==> src/rtl/fixed_newton_unit_if.sv <==
// Operand/result handshake bundle for fixed_newton_unit.
// master drives operands and result acceptance; slave is the unit.
interface fixed_newton_unit_if #(
    parameter int W = 20
);
    logic                in_valid;
    logic                in_ready;
    logic signed [W-1:0] in_data;
    logic                in_mode;
    logic                out_valid;
    logic                out_ready;
    logic signed [W-1:0] out_data;
    logic                out_err;

    modport master (
        output in_valid, in_data, in_mode, out_ready,
        input  in_ready, out_valid, out_data, out_err
    );

    modport slave (
        input  in_valid, in_data, in_mode, out_ready,
        output in_ready, out_valid, out_data, out_err
    );
endinterface

==> src/rtl/fixed_newton_unit.sv <==
// Handshaked fixed-point 1/x and 1/sqrt(x): leading-one seed plus Newton steps.
// Define FIXED_NEWTON_SAT_EN for saturating arithmetic with error reporting.
module fixed_newton_unit #(
    parameter int W     = 20,
    parameter int F     = 8,
    parameter int NITER = 4
) (
    input  logic              clk_in,
    input  logic              rst_n_in,
    fixed_newton_unit_if.slave bus
);

    localparam int DW = 2 * W;
    localparam logic signed [W-1:0] MAX_POS    = {1'b0, {(W-1){1'b1}}};
    localparam logic signed [W-1:0] TWO        = W'(2 << F);
    localparam logic signed [W-1:0] THREE_HALF = W'(3 << (F - 1));
    localparam logic [W-1:0]        ONE        = W'(1);
    localparam logic [3:0]          LAST       = 4'(NITER - 1);
`ifdef FIXED_NEWTON_SAT_EN
    localparam logic signed [W-1:0] MIN_NEG    = {1'b1, {(W-1){1'b0}}};
`endif

    typedef enum logic [2:0] {
        IDLE,
        SEED,
        ITER_A,
        ITER_B,
        ITER_C,
        DONE
    } state_t;

    state_t               state;
    logic [W-1:0]         mag;
    logic                 mode;
    logic                 neg;
    logic signed [W-1:0]  opnd;
    logic signed [W-1:0]  y;
    logic signed [W-1:0]  t;
    logic [3:0]           cnt;
    logic                 idle_ready;
    logic                 res_valid;
    logic signed [W-1:0]  res_data;
    logic                 res_err;

    int                   lead;
    int                   expo;
    int                   sh;
    logic [W-1:0]         seed;
    logic signed [W-1:0]  cst;
    logic [W:0]           diff;
    logic signed [W-1:0]  corr;
    logic signed [W-1:0]  mul_a;
    logic signed [W-1:0]  mul_b;
    logic signed [DW-1:0] prod;
    logic signed [W-1:0]  mul_res;
    logic                 step_sat;
    logic                 unused_bits;

`ifdef FIXED_NEWTON_SAT_EN
    logic                 mul_ovf;
    logic                 sub_ovf;
    logic                 sat_seen;
`endif

    assign bus.in_ready  = idle_ready;
    assign bus.out_valid = res_valid;
    assign bus.out_data  = res_data;
    assign bus.out_err   = res_err;

    always_comb begin
        lead = 0;
        for (int i = 0; i < W; i++) begin
            if (mag[i]) lead = i;
        end
    end

    // Seeds are powers of two at or below the true result, so the
    // iterations approach from below and stay inside the format.
    always_comb begin
        expo = lead - F;
        if (mode) sh = F - ((expo + 2) >>> 1);
        else      sh = 2 * F - lead - 1;
        if (sh < 0)          sh = 0;
        else if (sh > W - 2) sh = W - 2;
        seed = ONE << sh;
    end

    always_comb begin
        cst  = mode ? THREE_HALF : TWO;
        diff = {cst[W-1], cst} - {t[W-1], t};
`ifdef FIXED_NEWTON_SAT_EN
        sub_ovf = diff[W] ^ diff[W-1];
        corr    = sub_ovf ? (diff[W] ? MIN_NEG : MAX_POS) : diff[W-1:0];
`else
        corr    = diff[W-1:0];
`endif
    end

    // One multiplier serves every phase; operands are steered by state.
    always_comb begin
        mul_a = opnd;
        mul_b = y;
        unique case (1'b1)
            state == ITER_B: mul_a = t;
            state == ITER_C: begin
                mul_a = y;
                mul_b = corr;
            end
            default: ;
        endcase
    end

    always_comb begin
        prod = DW'(mul_a) * DW'(mul_b);
`ifdef FIXED_NEWTON_SAT_EN
        mul_ovf = ~(&prod[DW-1:F+W-1]) & (|prod[DW-1:F+W-1]);
        mul_res = mul_ovf ? (prod[DW-1] ? MIN_NEG : MAX_POS) : prod[F +: W];
`else
        mul_res = prod[F +: W];
`endif
    end

`ifdef FIXED_NEWTON_SAT_EN
    assign step_sat = sat_seen | mul_ovf | sub_ovf;
`else
    assign step_sat = 1'b0;
`endif

    assign unused_bits = ^{prod[F-1:0], prod[DW-1:F+W], diff[W]};

    always_ff @(posedge clk_in or negedge rst_n_in) begin
        if (!rst_n_in) begin
            state      <= IDLE;
            mag        <= '0;
            mode       <= 1'b0;
            neg        <= 1'b0;
            opnd       <= '0;
            y          <= '0;
            t          <= '0;
            cnt        <= '0;
            idle_ready <= 1'b0;
            res_valid  <= 1'b0;
            res_data   <= '0;
            res_err    <= 1'b0;
`ifdef FIXED_NEWTON_SAT_EN
            sat_seen   <= 1'b0;
`endif
        end else begin
            unique case (state)
                IDLE: begin
                    idle_ready <= 1'b1;
                    if (bus.in_valid && idle_ready) begin
                        mag <= bus.in_data[W-1] ? W'(-bus.in_data)
                                                : W'(bus.in_data);
                        mode       <= bus.in_mode;
                        neg        <= bus.in_data[W-1];
                        idle_ready <= 1'b0;
                        state      <= SEED;
                    end
                end
                SEED: begin
                    cnt <= '0;
`ifdef FIXED_NEWTON_SAT_EN
                    sat_seen <= 1'b0;
`endif
                    if (mag == '0) begin
                        res_data <= MAX_POS;
                        res_err  <= 1'b1;
                        state    <= DONE;
                    end else if (mode && neg) begin
                        res_data <= '0;
                        res_err  <= 1'b1;
                        state    <= DONE;
                    end else begin
                        y     <= seed;
                        opnd  <= mode ? W'(mag >> 1) : mag;
                        state <= ITER_A;
                    end
                end
                ITER_A: begin
                    t     <= mul_res;
                    state <= mode ? ITER_B : ITER_C;
`ifdef FIXED_NEWTON_SAT_EN
                    sat_seen <= sat_seen | mul_ovf;
`endif
                end
                ITER_B: begin
                    t     <= mul_res;
                    state <= ITER_C;
`ifdef FIXED_NEWTON_SAT_EN
                    sat_seen <= sat_seen | mul_ovf;
`endif
                end
                ITER_C: begin
                    y   <= mul_res;
                    cnt <= cnt + 4'd1;
`ifdef FIXED_NEWTON_SAT_EN
                    sat_seen <= step_sat;
`endif
                    if (cnt == LAST) begin
                        res_data  <= neg ? -mul_res : mul_res;
                        res_err   <= step_sat;
                        res_valid <= 1'b1;
                        state     <= DONE;
                    end else begin
                        state <= ITER_A;
                    end
                end
                DONE: begin
                    // Special cases arrive here one cycle before valid rises.
                    if (!res_valid) begin
                        res_valid <= 1'b1;
                    end else if (bus.out_ready) begin
                        res_valid  <= 1'b0;
                        idle_ready <= 1'b1;
                        state      <= IDLE;
                    end
                end
                default: state <= IDLE;
            endcase
        end
    end

endmodule

==> src/flat_wrapper.sv <==
// flat-port wrapper written by rule: the top's interface ports become plain ports
module fixed_newton_unit_flat 
#(
    parameter int W     = 20,
    parameter int F     = 8,
    parameter int NITER = 4
)
  (clk_in, rst_n_in, bus_in_valid, bus_in_data, bus_in_mode, bus_out_ready, bus_in_ready, bus_out_valid, bus_out_data, bus_out_err);
  fixed_newton_unit_if #(.W(W)) bus_i ();
  input  logic clk_in;
  input  logic rst_n_in;
  input wire logic [$bits(bus_i.in_valid)-1:0] bus_in_valid;
  input wire logic [$bits(bus_i.in_data)-1:0] bus_in_data;
  input wire logic [$bits(bus_i.in_mode)-1:0] bus_in_mode;
  input wire logic [$bits(bus_i.out_ready)-1:0] bus_out_ready;
  output wire logic [$bits(bus_i.in_ready)-1:0] bus_in_ready;
  output wire logic [$bits(bus_i.out_valid)-1:0] bus_out_valid;
  output wire logic [$bits(bus_i.out_data)-1:0] bus_out_data;
  output wire logic [$bits(bus_i.out_err)-1:0] bus_out_err;
  assign bus_i.in_valid = bus_in_valid;
  assign bus_i.in_data = bus_in_data;
  assign bus_i.in_mode = bus_in_mode;
  assign bus_i.out_ready = bus_out_ready;
  assign bus_in_ready = bus_i.in_ready;
  assign bus_out_valid = bus_i.out_valid;
  assign bus_out_data = bus_i.out_data;
  assign bus_out_err = bus_i.out_err;
  fixed_newton_unit #(.W(W), .F(F), .NITER(NITER)) u_core (.clk_in(clk_in), .rst_n_in(rst_n_in), .bus(bus_i));
endmodule
==> config.mk <==
export PLATFORM = sky130hd
export DESIGN_NAME = fixed_newton_unit_flat
export DESIGN_NICKNAME = d
export VERILOG_FILES = /design/src/rtl/fixed_newton_unit_if.sv /design/src/rtl/fixed_newton_unit.sv /design/src/flat_wrapper.sv
export SDC_FILE = /design/constraint.sdc
export NUM_CORES = 1
export LEC_CHECK = 0
export BUFFER_PORTS_ARGS = -buffer_cell sky130_fd_sc_hd__buf_2
export CORE_MARGIN = 8
export CORE_UTILIZATION = 45
export CTS_CLUSTER_SIZE = 10
export DETAILED_ROUTE_END_ITERATION = 16
export GPL_TIMING_DRIVEN = 0
export PLACE_DENSITY = 0.65
export SETUP_SLACK_MARGIN = 0.4
export SYNTH_ARGS = -nofsm -noshare
export SYNTH_HDL_FRONTEND = slang
export SYNTH_SLANG_ARGS = --single-unit
==> constraint.sdc <==
create_clock -name clk_in -period 9.7 [get_ports clk_in]
set_input_delay 0.485 -clock clk_in [delete_from_list [all_inputs] [get_ports clk_in]]
set_output_delay 0.485 -clock clk_in [all_outputs]
set_load 0.01 [all_outputs]
# Yosys cells after proc, flatten, opt, wreduce, memory -nomap -nowiden
# Cells that the tools add are included.
# word_totals
register_bits	112
# op_classes
add_sub_neg	9
n_mul	1
magnitude_cmp	2
eq_ne	13
shifts	1
muxes	56
bitwise	2
reduce_logical	15
# ops
operator	n
2-to-1 mux 32 bit	21
2-to-1 mux 20 bit	9
case mux 20 bit (2 select lines)	3
negation 20 bit	2
adder 32 x 3 -> 32 bit, second input constant	1
greater-than comparator 32 x 6 -> 1 bit, second input constant	1
< comparator 32 x 1 -> 1 bit, second input constant	1
left shift 1 x 32 -> 20 bit, first input constant	1
subtractor 32 x 2 -> 32 bit, second input constant	1
subtractor 32 x 5 -> 32 bit, second input constant	1
subtractor 5 x 31 -> 32 bit, first input constant	1
subtractor 6 x 32 -> 32 bit, first input constant	1
multiplier 20 x 20 -> 28 bit	1
2-to-1 mux 3 bit	7
logical NOT 20 bit	1
subtractor 11 x 20 -> 20 bit	1
case mux 3 bit (6 select lines)	1
AND reduction 3 bit	5
2-to-1 mux 1 bit	10
2-to-1 mux 10 bit	1
!= test 2 bit, second input constant	4
case mux 4 bit (2 select lines)	1
equality test 3 x 2 -> 1 bit, second input constant	2
equality test 3 bit, second input constant	2
other kinds (12)	20

# Depth between registers and ports, before layout
# depth
depth_word	30
mapped_depth	36

# Worst setup path after synthesis
# OpenSTA, ideal clock, no wires.
# synth_timing
kind	reg2reg
startpoint	reg u_core.state[0]
endpoint	reg u_core.res_data[17] (netlist: u_core.bus.out_data[17])
setup_ns	0.077
arrival_ns	9.186
required_time_ns	9.623
path_slack_ns	0.437
stages_incl_launch_ff	33
path_buffers	6
synth_period_minus_slack_ns	9.263
path_cell_list	dfrtp_1 -> buf_2 -> nor3b_2 -> clkbuf_1 -> buf_1 -> clkbuf_1 -> buf_1 -> clkbuf_1 -> nand2_1 -> nand2_1 -> nand2_1 -> fa_1 -> fa_1 -> inv_1 -> fa_1 -> fa_1 -> fa_1 -> fa_1 -> inv_1 -> fa_1 -> inv_1 -> ha_1 -> nand3_1 -> nor3_1 -> nand4_1 -> or4_4 -> a21oi_1 -> o21a_1 -> or2_2 -> nand4_2 -> o41a_1 -> o31a_1 -> a21oi_1
# synth_via
elab_chain_len	7
elab_cells_between_ends	14
# synth_rtl
element	line_no	source
from (decl)	fixed_newton_unit.sv:32	state_t state;
from (signal assigned)	fixed_newton_unit.sv:182	state <= mode ? ITER_B : ITER_C;
equality test 3 bit / equality test 3 x 2 -> 1 bit (equally long branches)	fixed_newton_unit.sv:105, fixed_newton_unit.sv:149, fixed_newton_unit.sv:104	
case mux 20 bit (2 select lines) / 2-to-1 mux 20 bit (equally long branches)	fixed_newton_unit.sv:103	unique case (1'b1)
multiplier 20 x 20 -> 28 bit	fixed_newton_unit.sv:114	prod = DW'(mul_a) * DW'(mul_b);
negation 20 bit	fixed_newton_unit.sv:201	res_data <= neg ? -mul_res : mul_res;
2-to-1 mux 20 bit	fixed_newton_unit.sv:201	
2-to-1 mux 20 bit	fixed_newton_unit.sv:200	if (cnt == LAST) begin
case mux 20 bit (2 select lines)	fixed_newton_unit.sv:149	unique case (state)
to (signal assigned)	fixed_newton_unit.sv:201	
to (decl)	fixed_newton_unit.sv:42	logic signed [W-1:0] res_data;
# Several ways; a longest one is shown, not always the timed one. The select of a mux whose other input is x is not followed.
# A chain may end at the register's enable or synchronous reset.

# Worst setup path after layout
# layout_timing
startpoint	reg u_core.mode
endpoint	reg u_core.res_data[17] (netlist: u_core.bus.out_data[17])
# layout_via
elab_chain_len	8
elab_cells_between_ends	11
# layout_rtl
element	line_no	source
from (decl)	fixed_newton_unit.sv:34	logic mode;
from (signal assigned)	fixed_newton_unit.sv:155	mode <= bus.in_mode;
2-to-1 mux 10 bit	fixed_newton_unit.sv:89	cst = mode ? THREE_HALF : TWO;
subtractor 11 x 20 -> 20 bit	fixed_newton_unit.sv:90	diff = {cst[W-1], cst} - {t[W-1], t};
2-to-1 mux 20 bit	fixed_newton_unit.sv:103	
multiplier 20 x 20 -> 28 bit	fixed_newton_unit.sv:114	
negation 20 bit	fixed_newton_unit.sv:201	
2-to-1 mux 20 bit	fixed_newton_unit.sv:201	
2-to-1 mux 20 bit	fixed_newton_unit.sv:200	
case mux 20 bit (2 select lines)	fixed_newton_unit.sv:149	
# Several ways; a longest one is shown, not always the timed one. The select of a mux whose other input is x is not followed.

==> impl_results.md <==
- Minimum clock period: 9130 ps
- Max cap viols: 0
- Ant diodes: 0
- R2R Path Start: u_core.mode
- Post-synthesis adder-cell area fraction: 38.0%
- H-tree depth: 3
- Area after DPL: 19000 µm²
- Inst Count DP: 2700
- Worst-Margin Slew: 1340 ps
- WP data arrival: 9420 ps
- Cell row count: 73
- Die Y: 216 µm
- Placement Setup Slack: -3140 ps
- Fillers: 3690
- Initial antenna violation count: 3
- Clock Latency Late Sink: 370 ps
- DRT iter0 DRCs: 1457
- Routed vias/inst: 5.79
- Total GRT Usage: 25.6%
- Syn. warnings: 0
- Final setup viols: 0
- Largest family of logic cells by synthesized area: adder cells
- Max clock buf depth: 2
- CP Launch Type: register
- Most used DFF post-synth: dfrtp_1
- Mapped cell area: 17900 µm²
- Grt ovf: 0
- Fin. Hold Viols: 0
- Max_slew headroom: 10.9%
- Critical path class: register to register
- Compound-gate portion of the synthesized area: 12.7%
- Max stage delay on crit path: 590 ps
- Worst Setup End Kind: register
- Period utilization: 94.1%
- CTS clk-pin slew, worst paths: 80 ps
- Setup Skew: 9.90 ps
- Share of the yosys chip area belonging to registers: 15.6%
- Post-DP HPWL: 47.4 mm
- Drt first pass iters: 5
- Mux share of post-synthesis cell area: 2.01%
- Initial Utilization: 45.3%
- Share of layout cells above drive strength 1: 15.8%
- Fmax: 110 MHz
- Worst r2r dst: u_core.bus.out_data[17]
- CP required: 10000 ps
- CTS root buf: clkbuf_16
- Clk sink count: 112
- Critical path peak fanout: 6
- Unrepaired setup endpoints after global routing: no
- Ys async rst share: 100%
- Port-buffer cells: 47
- Design area: 21000 µm²
- Routed wire length: 60.2 mm
- Worst Hold Class: input port to async pin
- Reg2Reg Depth: 36
- CTS tree: yes
- Cells after synthesis: 2114
- Final Util: 53.2%
- Vias in the first global route: 16.3k
- Reg2Reg Setup Slack: 570 ps
- First-pass GRT wire length: 93.5 mm
- I/O pin cnt: 48
- CTS Buf Count: 9
- Worst path slowest cell: fa_2
- Die Area: 46500 µm²
- Synth Area in XOR/XNOR: 4.60%
- Chip Width: 216 µm
- Number of distinct library cells after synthesis: 86
- Final Non-Filler Cells: 2780
- Status: completed
- Simple-gate share of the synthesized area: 17.5%
- Final Net Count: 2653
- RD Place Congestion: 0.958
- Via Count: 16.1k
- Multi-input combinational cell area: 14400 µm²
- Crit path buffers/inverters: 9
- Hold_buf cts: 0
- Worst setup margin: 571 ps
- Largest net degree at the start of global routing: 66
- Core area: 39500 µm²
- Number of synthesized flops with an enable pin: 0
- Register bit total from synthesis: 112
- Post-Syn Nets: 2517
- Mean Syn Cell Area: 8.48 µm²
- Slew Viols, Final: 0
- Detail Route Antenna Nets: 0
- Area grow syn2layout: 17.4%
- Register area: 2810 µm²
- Drc violations: 0
- CP delay by family, top: adder cells
- Wire per inst: 21.6 µm
-- flip-flops by register name, summed over array words and instances, names as in the netlist --
register              count
u_core.cnt                4
u_core.bus.out_data      20
u_core.opnd              20
u_core.state              3
u_core.bus.in_ready       1
u_core.mode               1
u_core.bus.out_err        1
u_core.y                 20
u_core.mag               20
u_core.t                 20
u_core.neg                1
u_core.bus.out_valid      1
-- kinds of logic (layout without fill, tap and decap cells) --
family,Yosys count,after routing
adder cells (fa/ha/maj),378,378
AND/OR/NAND/NOR,707,707
buffers and inverters,452,591
multiplexers,34,35
AO/OA/AOI/OAI,345,346
XOR/XNOR,86,86
flip-flops,112,112
-- worst reg2reg max path, delay by kind of cell, from the launching register on --
family | cells | cell delay [ps]
AND/OR/NAND/NOR | 6 | 1070
buffers and inverters | 9 | 870
flip-flops | 1 | 460
AO/OA/AOI/OAI | 10 | 2160
adder cells (fa/ha/maj) | 9 | 4200
XOR/XNOR | 2 | 270
-- metal layers --
| layer | track usage, % | vias to the layer above | share of wire [%] |
|---|---|---|---|
| met5 | 0 | - | 0 |
| met4 | 12.2 | 0 | 5.7 |
| met3 | 5.16 | 200 | 9.6 |
| met2 | 41.1 | 855 | 46 |
| met1 | 32.8 | 7987 | 38 |
| li1 | - | 7063 | - |
-- layout by cell type, fill, tap and decap left out, types with 7 or more instances in the layout --
cell,count
nand3_1,18
o31ai_1,13
a21o_1,10
clkbuf_4,8
buf_4,68
nor3_1,13
nand4_1,7
and2_1,18
a221oi_4,7
nor2b_1,7
clkbuf_2,13
and3_1,15
clkbuf_1,38
nor4_1,8
buf_1,9
a221oi_1,19
a21oi_2,13
mux2i_1,25
nor2_1,209
inv_1,346
a31oi_1,10
xnor2_1,40
or2_2,16
clkbuf_16,11
fa_1,276
a21oi_1,53
or3_1,14
buf_8,13
dfrtp_1,109
xor2_1,33
buf_2,55
buf_6,11
nand2b_1,7
o21ai_0,101
ha_1,89
nand2_1,312
a221o_1,12
a211oi_1,10
-- final cells by class --
class,count,area share (%)
multi-input cells,1552,68.3
inverters,350,6.26
repair buffers,123,4.37
well taps,525,3.12
clock buffers,10,1.14
flip-flops and latches,112,13.3
clock inverters,6,0.262
plain buffers,102,3.23
-- metrics by stage --
step	hold slack, ps	TNS [ps]
finish	211	0
global route	282	0
CTS	248	0
detailed placement	459	-89700
global placement	448	-81390
floorplan	189	0
-- how the worst max path moves through the flow --
stage / from / endpoint / slack [ps] / depth (start not counted)
3_5_place_dp: u_core.state[0] / u_core.bus.out_data[18] / -3140 / 32
2_1_floorplan: u_core.state[0] / u_core.bus.out_data[17] / 440 / 32
5_1_grt: u_core.mode / u_core.bus.out_data[17] / 330 / 36
3_3_place_gp: u_core.state[0] / u_core.bus.out_data[18] / -2930 / 32
6_report: u_core.mode / u_core.bus.out_data[17] / 570 / 36
4_1_cts: u_core.state[0] / u_core.bus.out_data[16] / 400 / 33
-- synthesized netlist by cell type (all sizes together) (21+ instances only) --
| master | instances | area (µm²) |
|---|---|---|
| mux2i | 31 | 327 |
| fa | 278 | 5570 |
| nand3 | 21 | 105 |
| inv | 349 | 1310 |
| o21ai | 112 | 564 |
| dfrtp | 112 | 2800 |
| nor2 | 211 | 792 |
| a221oi | 32 | 280 |
| xnor2 | 46 | 410 |
| nand2 | 321 | 1200 |
| ha | 100 | 1250 |
| clkbuf | 84 | 315 |
| xor2 | 37 | 347 |
| a21oi | 69 | 345 |
-- repair_timing --
action	CTS	global route
setup buffers	25	35
pin swaps	22	48
resized for setup	189	123
endpoints found under the setup margin	58	15
gates cloned	1	3
hold endpoints to repair	0	0
Power is not shown: default switching activity piles up to over one toggle a cycle in this logic, so the estimate is an artifact.
